===== config.mk =====
export PLATFORM = sky130hd
export DESIGN_NAME = mmio_router
export DESIGN_NICKNAME = d
export VERILOG_FILES = /design/src/rtl/mmio_router.sv
export SDC_FILE = /design/constraint.sdc
export NUM_CORES = 1
export LEC_CHECK = 0
export ABC_AREA = 1
export BUFFER_PORTS_ARGS = -buffer_cell sky130_fd_sc_hd__buf_2
export CORE_AREA = 5 5 264 266
export CTS_BUF_LIST = sky130_fd_sc_hd__clkbuf_16
export CTS_CLUSTER_SIZE = 10
export DETAILED_ROUTE_END_ITERATION = 12
export DIE_AREA = 0 0 269 271
export PLACE_DENSITY = 0.44
export SLEW_MARGIN = 20
export SYNTH_ARGS = -nofsm -noshare
export SYNTH_HDL_FRONTEND = slang
export SYNTH_SLANG_ARGS = --single-unit

===== constraint.sdc =====
create_clock -name clk -period 7.9 [get_ports clk]
set_input_delay 2.37 -clock clk [delete_from_list [all_inputs] [get_ports clk]]
set_output_delay 2.37 -clock clk [all_outputs]
set_load 0.1 [all_outputs]

===== src/rtl/mmio_router.sv =====
// Host-bus to N-channel MMIO router: window/range decode, RD_LAT tag pipeline, in-order response FIFO.
// Optional feature macro MMIO_ROUTER_ERR_EN enables bus_err and the saturating err_cnt on decode misses.
module mmio_router #(
   parameter int                        ADDR_W     = 64,
   parameter int                        DATA_W     = 64,
   parameter int                        LADDR_W    = 16,
   parameter int                        N_CH       = 3,
   parameter logic [ADDR_W-1:0]         WIN_BASE   = 64'h4000_0000,
   parameter logic [ADDR_W-1:0]         WIN_END    = 64'h8000_0000,
   parameter logic [N_CH*LADDR_W-1:0]   CH_BASE    = {16'h2E00, 16'h2A00, 16'h0000},
   parameter logic [N_CH*LADDR_W-1:0]   CH_END     = {16'h2E01, 16'h2DFF, 16'h29FF},
   parameter int                        RD_LAT     = 1,
   parameter int                        RESP_DEPTH = 4,
   parameter logic [DATA_W-1:0]         MISS_RDATA = 64'hCA11AB1EBADCAB1E
) (
   input  logic                         clk,
   input  logic                         rst,
   input  logic                         bus_req,
   output logic                         bus_gnt,
   input  logic                         bus_we,
   input  logic [ADDR_W-1:0]            bus_addr,
   input  logic [DATA_W-1:0]            bus_wdata,
   input  logic [DATA_W/8-1:0]          bus_be,
   output logic                         bus_rvalid,
   input  logic                         bus_rready,
   output logic [DATA_W-1:0]            bus_rdata,
   output logic                         bus_err,
   output logic [N_CH-1:0]              ch_en,
   output logic [N_CH-1:0]              ch_we,
   output logic [N_CH*LADDR_W-1:0]      ch_addr,
   output logic [N_CH*DATA_W-1:0]       ch_wdata,
   output logic [N_CH*DATA_W/8-1:0]     ch_be,
   input  logic [N_CH*DATA_W-1:0]       ch_rdata,
   input  logic [N_CH-1:0]              ch_stall,
   output logic [15:0]                  err_cnt
);

   localparam int BE_W = DATA_W / 8;
   localparam int OFF  = $clog2(BE_W);
   localparam int CW   = (N_CH > 1) ? $clog2(N_CH) : 1;
   localparam int PW   = $clog2(RESP_DEPTH);
   localparam logic [PW:0] DEPTH_C = (PW+1)'(RESP_DEPTH);

   typedef struct packed {
      logic          we;
      logic          miss;
      logic [CW-1:0] ch;
   } tag_t;

   logic               in_win, hit, acc, pop, push;
   logic [LADDR_W-1:0] waddr;
   logic [CW-1:0]      hit_ch;

   assign in_win = (bus_addr >= WIN_BASE) && (bus_addr < WIN_END);
   assign waddr  = bus_addr[LADDR_W+OFF-1:OFF];

   // Scan high to low so the lowest matching index is the one left standing.
   always_comb begin
      hit    = 1'b0;
      hit_ch = '0;
      for (int i = N_CH-1; i >= 0; i--) begin
         if (in_win && waddr >= CH_BASE[i*LADDR_W +: LADDR_W]
                    && waddr <= CH_END[i*LADDR_W +: LADDR_W]) begin
            hit    = 1'b1;
            hit_ch = CW'(i);
         end
      end
   end

   logic [PW-1:0]     wptr_q, rptr_q;
   logic [PW:0]       fcnt_q, outst_q;
   logic [DATA_W-1:0] fdata_q [RESP_DEPTH];
   logic [RESP_DEPTH-1:0] ferr_q;

   assign bus_rvalid = (fcnt_q != '0);
   assign pop        = bus_rvalid & bus_rready;
   // A pop in the same cycle frees a slot, which keeps streaming bubble-free when full.
   assign bus_gnt    = rst & bus_req & ((outst_q < DEPTH_C) | pop) & ~(hit & ch_stall[hit_ch]);
   assign acc        = bus_req & bus_gnt;

   always_comb begin
      ch_en    = '0;
      ch_we    = '0;
      ch_addr  = '0;
      ch_wdata = '0;
      ch_be    = '0;
      if (acc && hit) begin
         ch_en[hit_ch] = 1'b1;
         ch_we[hit_ch] = bus_we;
         ch_addr[hit_ch*LADDR_W +: LADDR_W] = waddr - CH_BASE[hit_ch*LADDR_W +: LADDR_W];
         if (bus_we) begin
            ch_wdata[hit_ch*DATA_W +: DATA_W] = bus_wdata;
            ch_be[hit_ch*BE_W +: BE_W]        = bus_be;
         end
      end
   end

   // Tag pipeline: stage s holds the transaction accepted s cycles ago.
   tag_t              tag_pipe_q [1:RD_LAT];
   logic [RD_LAT:1]   vld_pipe_q;

   always_ff @(posedge clk or negedge rst) begin
      if (!rst) begin
         vld_pipe_q <= '0;
         for (int s = 1; s <= RD_LAT; s++) tag_pipe_q[s] <= '0;
      end else begin
         vld_pipe_q[1] <= acc;
         tag_pipe_q[1] <= '{we: bus_we, miss: ~hit, ch: hit_ch};
         for (int s = 2; s <= RD_LAT; s++) begin
            vld_pipe_q[s] <= vld_pipe_q[s-1];
            tag_pipe_q[s] <= tag_pipe_q[s-1];
         end
      end
   end

   tag_t              ex;
   logic [DATA_W-1:0] resp_data;
   logic              resp_err;

   assign ex   = tag_pipe_q[RD_LAT];
   assign push = vld_pipe_q[RD_LAT];

   always_comb begin
      resp_data = '0;
      resp_err  = 1'b0;
      if (ex.miss) begin
         if (!ex.we) resp_data = MISS_RDATA;
`ifdef MMIO_ROUTER_ERR_EN
         resp_err = 1'b1;
`endif
      end else if (!ex.we) begin
         resp_data = ch_rdata[ex.ch*DATA_W +: DATA_W];
      end
   end

   always_ff @(posedge clk) begin
      if (push) begin
         fdata_q[wptr_q] <= resp_data;
         ferr_q[wptr_q]  <= resp_err;
      end
   end

   always_ff @(posedge clk or negedge rst) begin
      if (!rst) begin
         wptr_q  <= '0;
         rptr_q  <= '0;
         fcnt_q  <= '0;
         outst_q <= '0;
      end else begin
         if (push) wptr_q <= wptr_q + 1'b1;
         if (pop)  rptr_q <= rptr_q + 1'b1;
         if (push && !pop)      fcnt_q <= fcnt_q + 1'b1;
         else if (!push && pop) fcnt_q <= fcnt_q - 1'b1;
         if (acc && !pop)       outst_q <= outst_q + 1'b1;
         else if (!acc && pop)  outst_q <= outst_q - 1'b1;
      end
   end

   assign bus_rdata = bus_rvalid ? fdata_q[rptr_q] : '0;
   assign bus_err   = bus_rvalid & ferr_q[rptr_q];

`ifdef MMIO_ROUTER_ERR_EN
   logic [15:0] err_cnt_q;
   always_ff @(posedge clk or negedge rst) begin
      if (!rst)                                             err_cnt_q <= '0;
      else if (pop && ferr_q[rptr_q] && err_cnt_q != 16'hFFFF) err_cnt_q <= err_cnt_q + 1'b1;
   end
   assign err_cnt = err_cnt_q;
`else
   assign err_cnt = '0;
`endif

endmodule

* Word level (Yosys, flattened, before mapping) *
Memory sizes are Yosys's and may differ from the RTL's.
Index checks and enable logic that the tools add are counted.

word-level totals
  bits in registers = 19
  RAM bits = 256
  output and inout port bits = 353
  memories = 1

memory list
  memory   words  width  read ports  clocked after memory_dff  write ports  RTL line  source
  fdata_q  4      64     1           0                         1            72        logic [DATA_W-1:0] fdata_q [RESP_DEPTH];

operators by class
  $add $sub $neg = 10
  magnitude comparators = 14
  shift operators = 8
  mux-type cells = 31
  bitwise logic cells = 16
  reduce and logical (&&, ||, !) cells = 20

operators with widths
  operator                                                          number
  2-to-1 mux 192 bit                                                2
  2-to-1 mux 64 bit                                                 4
  bitwise AND 192 bit                                               1
  variable shift 64 x 34 -> 192 bit, first input constant           1
  indexed part select 192 x 9 -> 64 bit                             1
  indexed part select 64 x 34 -> 192 bit                            1
  >= comparator 64 x 31 -> 1 bit, second input constant             1
  less-than comparator 64 x 32 -> 1 bit, second input constant      1
  bitwise AND 48 bit                                                1
  less-or-equal comparator 16 x 14 -> 1 bit, second input constant  3
  2-to-1 mux 24 bit                                                 2
  2-to-1 mux 48 bit                                                 1
  variable shift 16 x 34 -> 48 bit, first input constant            1
  indexed part select 16 x 34 -> 48 bit                             1
  indexed part select 48 x 7 -> 16 bit, first input constant        1
  negator 5 -> 34 bit                                               1
  negator 6 -> 34 bit                                               1
  negator 8 -> 34 bit                                               1
  variable shift 8 x 34 -> 24 bit, first input constant             1
  indexed part select 8 x 34 -> 24 bit                              1
  >= comparator 16 x 14 -> 1 bit, second input constant             2
  bitwise AND 24 bit                                                1
  2-to-1 mux 3 bit                                                  6
  >= comparator 16 x 1 -> 1 bit, second input constant              1
  other kinds (21)                                                  62

* Logic depth before layout (Yosys ltp) *
Gate-level depths: netlist (run 1).

  depth in word-level cells = 17
  depth in mapped cells = 22
  gate-level depth less buffers = 22

* Least setup slack after synthesis (run 1) *
Ideal clock, no wire load.

  kind = in2out
  start = input port bus_addr[35]
  end = output port ch_addr[31]
  arrival = 6.410 ns
  setup slack = -0.880 ns
  cell stages on the path = 20
  cell sequence = or2_1 nor2_1 nand3_1 nor2_2 nand3_2 clkbuf_1 ha_1 inv_1 ha_1 o21ai_0 nand2_1 nand2_1 nand2_1 nor2_1 nor2_1 inv_1 nand2_1 xnor2_1 nand2_1 nor2_1

between the ends
  cells in the longest elaborated chain, start to end = 15
  elaborated cells between the ends (all ways) = 29
  classes of those cells = 2 x add/sub; 2 x order compare; 3 x shift; 9 x mux; 5 x bitwise; 8 x reduce/logical

ends and longest elaborated chain
  item                                                                                     RTL line  source
  start, declared                                                                          21        input logic [ADDR_W-1:0] bus_addr,
  >= comparator 64 x 31 -> 1 bit or less-than comparator 64 x 32 -> 1 bit (tied branches)  54        assign in_win = (bus_addr >= WIN_BASE) && (bus_addr < WIN_END);
  logical AND 1 bit (*)                                                                    54
  parallel branches: the longest is 12 deep, another holds subtractor 16 bit               n/a
  2-to-1 mux 48 bit (*)                                                                    87        if (acc && hit) begin
  end, declared                                                                            30        output logic [N_CH*LADDR_W-1:0] ch_addr,

Every way passes the cells marked *. The select of a mux whose other input is x is not followed.

* Worst setup path after layout (run 1) *
  start = input port bus_addr[42]
  end = output port ch_addr[31]

The elaborated chain is that of the path after synthesis.

==> impl_metrics.json, run 1 <==
{
  "dr_total_vias": 14900,
  "finClkSkew_ns": 0.0116,
  "finalCritPeriodShare": 0.970,
  "mapped_area_mm2": 0.0148,
  "run_status": "completed",
  "gp_congestion": 0.912,
  "total_power_mw": 3.12,
  "comb_power_share": 0.062,
  "area.growth.synth_to_final_pct": 55.3,
  "clock_latency_on_the_worst_skew_pair_ns": 0.51,
  "finalNetCount": 2734,
  "layout_commonest_cell": "nor2_1",
  "post_route_cells_drive_above_1_share": 0.347,
  "die_height_um": 271,
  "track_usage": 0.200,
  "floorplan.die.width_um": 269,
  "cell_internal_pwr_mw": 2.44,
  "path_class": "input pin to primary output",
  "slew_headroom": 0.315,
  "maxClockFrequency_mhz": 130,
  "power_frac_seq": 0.509,
  "drt_first_pass_iters": 6,
  "drt-total-wl_um": 76800,
  "slew_violations": 0,
  "floorplan.io_pins": 689,
  "areal_power_density_over_the_cells_mw_per_mm2": 136,
  "timing.final.crit_period_ns": 7.67,
  "tritoncts": "yes",
  "maxCapViolCount": 0,
  "post_synth_num_cell_types": 32,
  "layout_common_cells": "625 x nor2_1, 469 x buf_2, 260 x edfxtp_1, 200 x o21ai_0, 193 x buf_12",
  "die_area_mm2": 0.0729,
  "critical_path_required_ns": 5.53,
  "maximum_number_of_pins_on_one_net_before_global_route_repair": 92,
  "netlist_instances": 1784,
  "synth.yosys.warnings": 0,
  "min_path_type": "register to register",
  "clock-sinks": 275,
  "drtIter0Drc": 768,
  "seq_area_frac_synth": 0.553,
  "final_hold_fails": 0,
  "dp_hpwl_um": 58100,
  "postSynthAreaPerCell_um2": 8.29,
  "tightest_slew_ns": 1.03,
  "cts_root_buffer": "clkbuf_16",
  "via_per_inst": 4.54,
  "final_ant_viol_nets": 0,
  "power.share.clock": 0.429,
  "clockBufferDepth": 3,
  "worst-path-max-fanout": 5,
  "clk_pin_slew_ns": 0.05,
  "synth-seq-cells": 275,
  "core_mm2": 0.0668,
  "routed_wirelength_normalized_by_instance_count_um": 23.5,
  "total_of_hold_buffers_inserted_after_clock_tree_synthesis": 0,
  "io_buffers": 658,
  "cp-end-kind": "primary output",
  "initial_core_util": 0.221,
  "drc": 0,
  "switch_share": 0.220,
  "setup.worst_path.start_class": "input pin",
  "grt_pass1_wl_um": 107000,
  "post-place-cells": 3218,
  "worst_ir_drop_vdd_v": 0.000121,
  "worstPathArrival_ns": 5.30,
  "static-leakage-power_nw": 9.60,
  "stdcell_count": 3270,
  "initial_antenna_violation_count": 17,
  "vias_in_the_first_global_route": 15000,
  "power_switching_mw": 0.686,
  "finalSetupViolCount": 0,
  "rows": 95,
  "cts.htree.levels": 2,
  "cts_buffers": 34,
  "grt_overflow": 0
}
-- timing repair --
item / CTS / global route
gates resized for setup: 0 / 9
setup buffers: 0 / 1
endpoints found under the setup margin: 0 / 8
-- synth_stat cells, drive strengths merged --
| master | count | area, µm² |
|---|---|---|
| xor2 | 3 | 26.3 |
| clkbuf | 89 | 334 |
| a21oi | 142 | 711 |
| o21ai | 203 | 1020 |
| fa | 2 | 40.0 |
| dfrtp | 15 | 375 |
| conb | 1 | 3.75 |
| mux2 | 2 | 22.5 |
| buf | 56 | 308 |
| nand4 | 5 | 37.5 |
| a2bb2oi | 30 | 263 |
| inv | 53 | 199 |
| nor3 | 3 | 15.0 |
| ha | 14 | 175 |
| or3 | 1 | 6.26 |
| nor2 | 695 | 2610 |
| edfxtp | 260 | 7810 |
| xnor2 | 4 | 35.0 |
| or2 | 4 | 25.0 |
| nand3 | 7 | 40.0 |
| clkinv | 1 | 3.75 |
| nand2 | 194 | 733 |
-- worst max-delay path, stage by stage --
cell     delay [ns]
buf_2          0.09
nor2_1         0.13
nand2_1        0.06
nor2_1         0.15
nand3_1        0.13
nor2_4         0.17
nand2_2        0.11
ha_1           0.28
inv_1          0.05
ha_1           0.30
o21ai_2        0.18
nand2_1        0.08
nand2_1        0.08
nand2_1        0.09
nor2_4         0.12
nor2_1         0.06
inv_1          0.08
nand2_1        0.11
xnor2_2        0.19
nand2_2        0.12
nor2_4         0.14
buf_12         0.18
-- power by group through the flow --
stage          clock [mW]  sequential (mW)  combinational [mW]
3_3_place_gp            0             1.62               0.190
2_1_floorplan           0             1.61              0.0921
3_5_place_dp            0             1.62               0.193
6_report             1.34             1.59               0.194
4_1_cts              1.40             1.59               0.193
5_1_grt              1.45             1.59               0.213
-- routing by layer --
metal | wire length, µm | vias to the layer above | part of all wire | global-route usage
li1 | - | 7083 | - | -
met1 | 27000 | 7144 | 0.35 | 0.212
met2 | 41100 | 499 | 0.54 | 0.375
met3 | 5100 | 110 | 0.066 | 0.0504
met4 | 3480 | 14 | 0.045 | 0.0766
met5 | 81 | - | 0.0011 | 0
-- per-stage QoR --
step,instance area [µm²],hold slack (ns),setup slack (ns),utilization,setup TNS [ns]
6_report,23000,0.503,0.234,0.344,0
5_1_grt,23000,0.532,-0.0294,0.344,-0.0536
4_1_cts,22900,0.511,0.000831,0.343,0
3_5_place_dp,22000,0.497,0.0315,0.329,0
3_3_place_gp,22000,0.485,0.000585,0.329,0
2_1_floorplan,15000,0.447,-0.347,-,-24.47
-- logic make-up after synthesis --
group / Yosys count / share of synthesized area
AND/OR/NAND/NOR: 909 / 0.235
AO/OA/AOI/OAI: 375 / 0.135
flip-flops: 275 / 0.553
buffers and inverters: 199 / 0.0571
adder cells (fa/ha/maj): 16 / 0.0146
XOR/XNOR: 7 / 0.00415
multiplexers: 2 / 0.00152
other: 1 / 0.000254
-- cell type report --
class	instances	area, µm²
antenna	5	12.5
clock buffer	34	851
clock inverter	12	72.6
fill	6932	43800
inverter	54	210
multi-input combinational	1325	6100
sequential	275	8190
tap	873	1090
timing repair buffer	692	6440
-- worst paths after layout --
| kind | from | endpoint | slack [ns] | cells past startpoint |
|---|---|---|---|---|
| min | fcnt_q[2] | fcnt_q[2] | 0.50 | 1 |
| max in group asynchronous | rst | rptr_q[1] | 5.83 | 1 |
| max | bus_addr[42] | ch_addr[31] | 0.23 | 22 |
| max reg2reg | ex[0] | fdata_q[1][62] | 4.81 | 7 |
| min reg2reg | fcnt_q[2] | fcnt_q[2] | 0.50 | 1 |
| min in group asynchronous | rst | wptr_q[1] | 1.77 | 1 |
-- sequential cells by signal, indices dropped and copies added (netlist names) --
name	flops
fdata_q	256
fcnt_q	3
ex	4
rptr_q	2
outst_q	3
push	1
wptr_q	2
ferr_q	4
(Power assumes the default switching activity.)
==> run 2: changes to the inputs <==
Settings changed: REMOVE_ABC_BUFFERS from default to 1.
==> run 2 against run 1 <==
Largest power group unchanged; core utilization is 1.7 points higher; routed wire length increased by 1.9%; cell area is 5.1% higher.
==> impl_metrics.json, run 2 (synthesis gave the netlist of run 1 again) <==
{
  "run_status": "completed",
  "post-place-cells": 3231,
  "slew_violations": 0,
  "layout_commonest_cell": "nor2_1",
  "routed_wirelength_normalized_by_instance_count_um": 23.8,
  "cts.htree.levels": 2,
  "fillCellCount": 6869,
  "post_cts.repair.setup_buffers": 0,
  "area.growth.synth_to_final_pct": 63.1,
  "grt_pass1_wl_um": 108000,
  "finalSetupViolCount": 0,
  "layout_common_cells": "679 x nor2_1, 394 x buf_2, 271 x buf_12, 260 x edfxtp_1, 200 x o21ai_0",
  "clock_latency_on_the_worst_skew_pair_ns": 0.51,
  "gp_congestion": 0.902,
  "floorplan.die.width_um": 269,
  "static-leakage-power_nw": 9.88,
  "largest_register_ffs": 256,
  "stdcell_count": 3286,
  "finalNetCount": 2746,
  "timing.final.crit_period_ns": 7.66,
  "worst_ir_drop_vdd_v": 0.000120,
  "path_class": "input pin to primary output",
  "floorplan.io_pins": 689,
  "drt_first_pass_iters": 5,
  "final-seq-area_mm2": 0.00819,
  "io_buffers": 658,
  "dr_total_vias": 14900,
  "min_path_type": "register to register",
  "final_hold_fails": 0,
  "maxClockFrequency_mhz": 131,
  "total_power_mw": 3.14,
  "maximum_number_of_pins_on_one_net_before_global_route_repair": 93,
  "clock-sinks": 275,
  "hp-start": "fcnt_q[2]",
  "crit_path_start": "bus_addr[44]",
  "critical_path_required_ns": 5.53,
  "cts_buffers": 34,
  "dp_slack_ns": -0.0239,
  "finalCritPeriodShare": 0.969,
  "die_area_mm2": 0.0729,
  "die_height_um": 271,
  "post_route_cells_drive_above_1_share": 0.328,
  "setup_slack_ns": 0.243,
  "dp_hpwl_um": 58500,
  "areal_power_density_over_the_cells_mw_per_mm2": 130,
  "grt_overflow": 0,
  "initial_antenna_violation_count": 34,
  "worst_r2r_src": "ex[0]",
  "drtIter0Drc": 783,
  "drt-total-wl_um": 78200,
  "worstPathArrival_ns": 5.29,
  "rows": 95,
  "maxCapViolCount": 0,
  "final_ant_viol_nets": 0,
  "slew_headroom": 0.266,
  "layout.core_utilization": 0.361,
  "initial_core_util": 0.221,
  "drc": 0,
  "tritoncts": "yes",
  "area_of_the_multi_input_gates_mm2": 0.00596,
  "registers.top_by_ff_count": "fdata_q",
  "clockBufferDepth": 3,
  "cp-end-kind": "primary output",
  "via_per_inst": 4.55,
  "finClkSkew_ns": 0.0138,
  "worst-path-max-fanout": 4,
  "tightest_slew_ns": 1.10,
  "core_mm2": 0.0668,
  "track_usage": 0.203,
  "cts_root_buffer": "clkbuf_16",
  "final.hold.worst_slack_ns": 0.509,
  "setup.worst_path.start_class": "input pin",
  "vias_in_the_first_global_route": 15300,
  "clk_pin_slew_ns": 0.05
}
## run 2: cell count changes in the layout (fill, tap and decap cells not counted), moves of 2 or more
cell,change
buf_12,+78
inv_6,-2
buf_6,+3
buf_2,-75
buf_4,+6
nor2_1,+54
diode_2,+4
nor2_2,-53
## run 2: stage by stage
step	instance area, µm²	TNS (ns)
finish	24100	0
global route	24100	-0.00740
CTS	24000	0
detailed placement	23100	-0.0239
global placement	23100	-0.126
floorplan	14200	-803.29
## run 2: per-layer routing
metal	wire length (µm)	track usage
met3	5750	0.0620
met2	39700	0.364
met1	26600	0.204
met5	253	0
met4	5820	0.126
## run 2: power by group
| part | total [mW] | switching, mW | internal, mW |
|---|---|---|---|
| clock network | 1.35 | 0.559 | 0.790 |
| registers | 1.59 | 0.00459 | 1.58 |
| logic | 0.197 | 0.114 | 0.0827 |
| total | 3.14 | 0.678 | 2.46 |
## run 2: area by class of cell
cell class | instances | area share
Antenna cell | 9 | 0.000933
Timing Repair Buffer | 704 | 0.319
Multi-Input combinational cell | 1325 | 0.247
Clock inverter | 11 | 0.00296
Clock buffer | 35 | 0.0363
Sequential cell | 275 | 0.340
Inverter | 54 | 0.00882
Tap cell | 873 | 0.0453
## run 2: what timing repair did
item | in CTS | in global routing
gates cloned | 0 | 0
endpoints found under the hold margin | 0 | 0
setup endpoints to repair | 2 | 9
hold buffers | 0 | 0
pin swaps | 0 | 6
gates resized for setup | 3 | 23
## run 2: worst max-delay path, cell delays in order
cell	delay, ns
buf_2	0.11
nor2_2	0.16
nand2_1	0.07
nor2_1	0.09
nand3_1	0.12
nor2_4	0.19
nand2_2	0.08
buf_4	0.15
inv_1	0.07
ha_1	0.14
inv_1	0.06
ha_1	0.28
o21ai_1	0.11
nand2_1	0.09
nand2_1	0.09
nand2_1	0.07
nor2_2	0.10
nor2_1	0.06
inv_1	0.07
nand2_1	0.10
xnor2_2	0.24
nand2_2	0.13
nor2_4	0.15
buf_12	0.18
## run 2: final timing paths
| path | endpoint | slack, ns | cells past startpoint |
|---|---|---|---|
| max reg2reg | fdata_q[0][45] | 5.19 | 5 |
| min reg2reg | fcnt_q[2] | 0.51 | 1 |
| max in group asynchronous | rptr_q[0] | 5.84 | 1 |
| min | fcnt_q[2] | 0.51 | 1 |
| min in group asynchronous | outst_q[2] | 1.77 | 1 |
| max | ch_addr[31] | 0.24 | 24 |
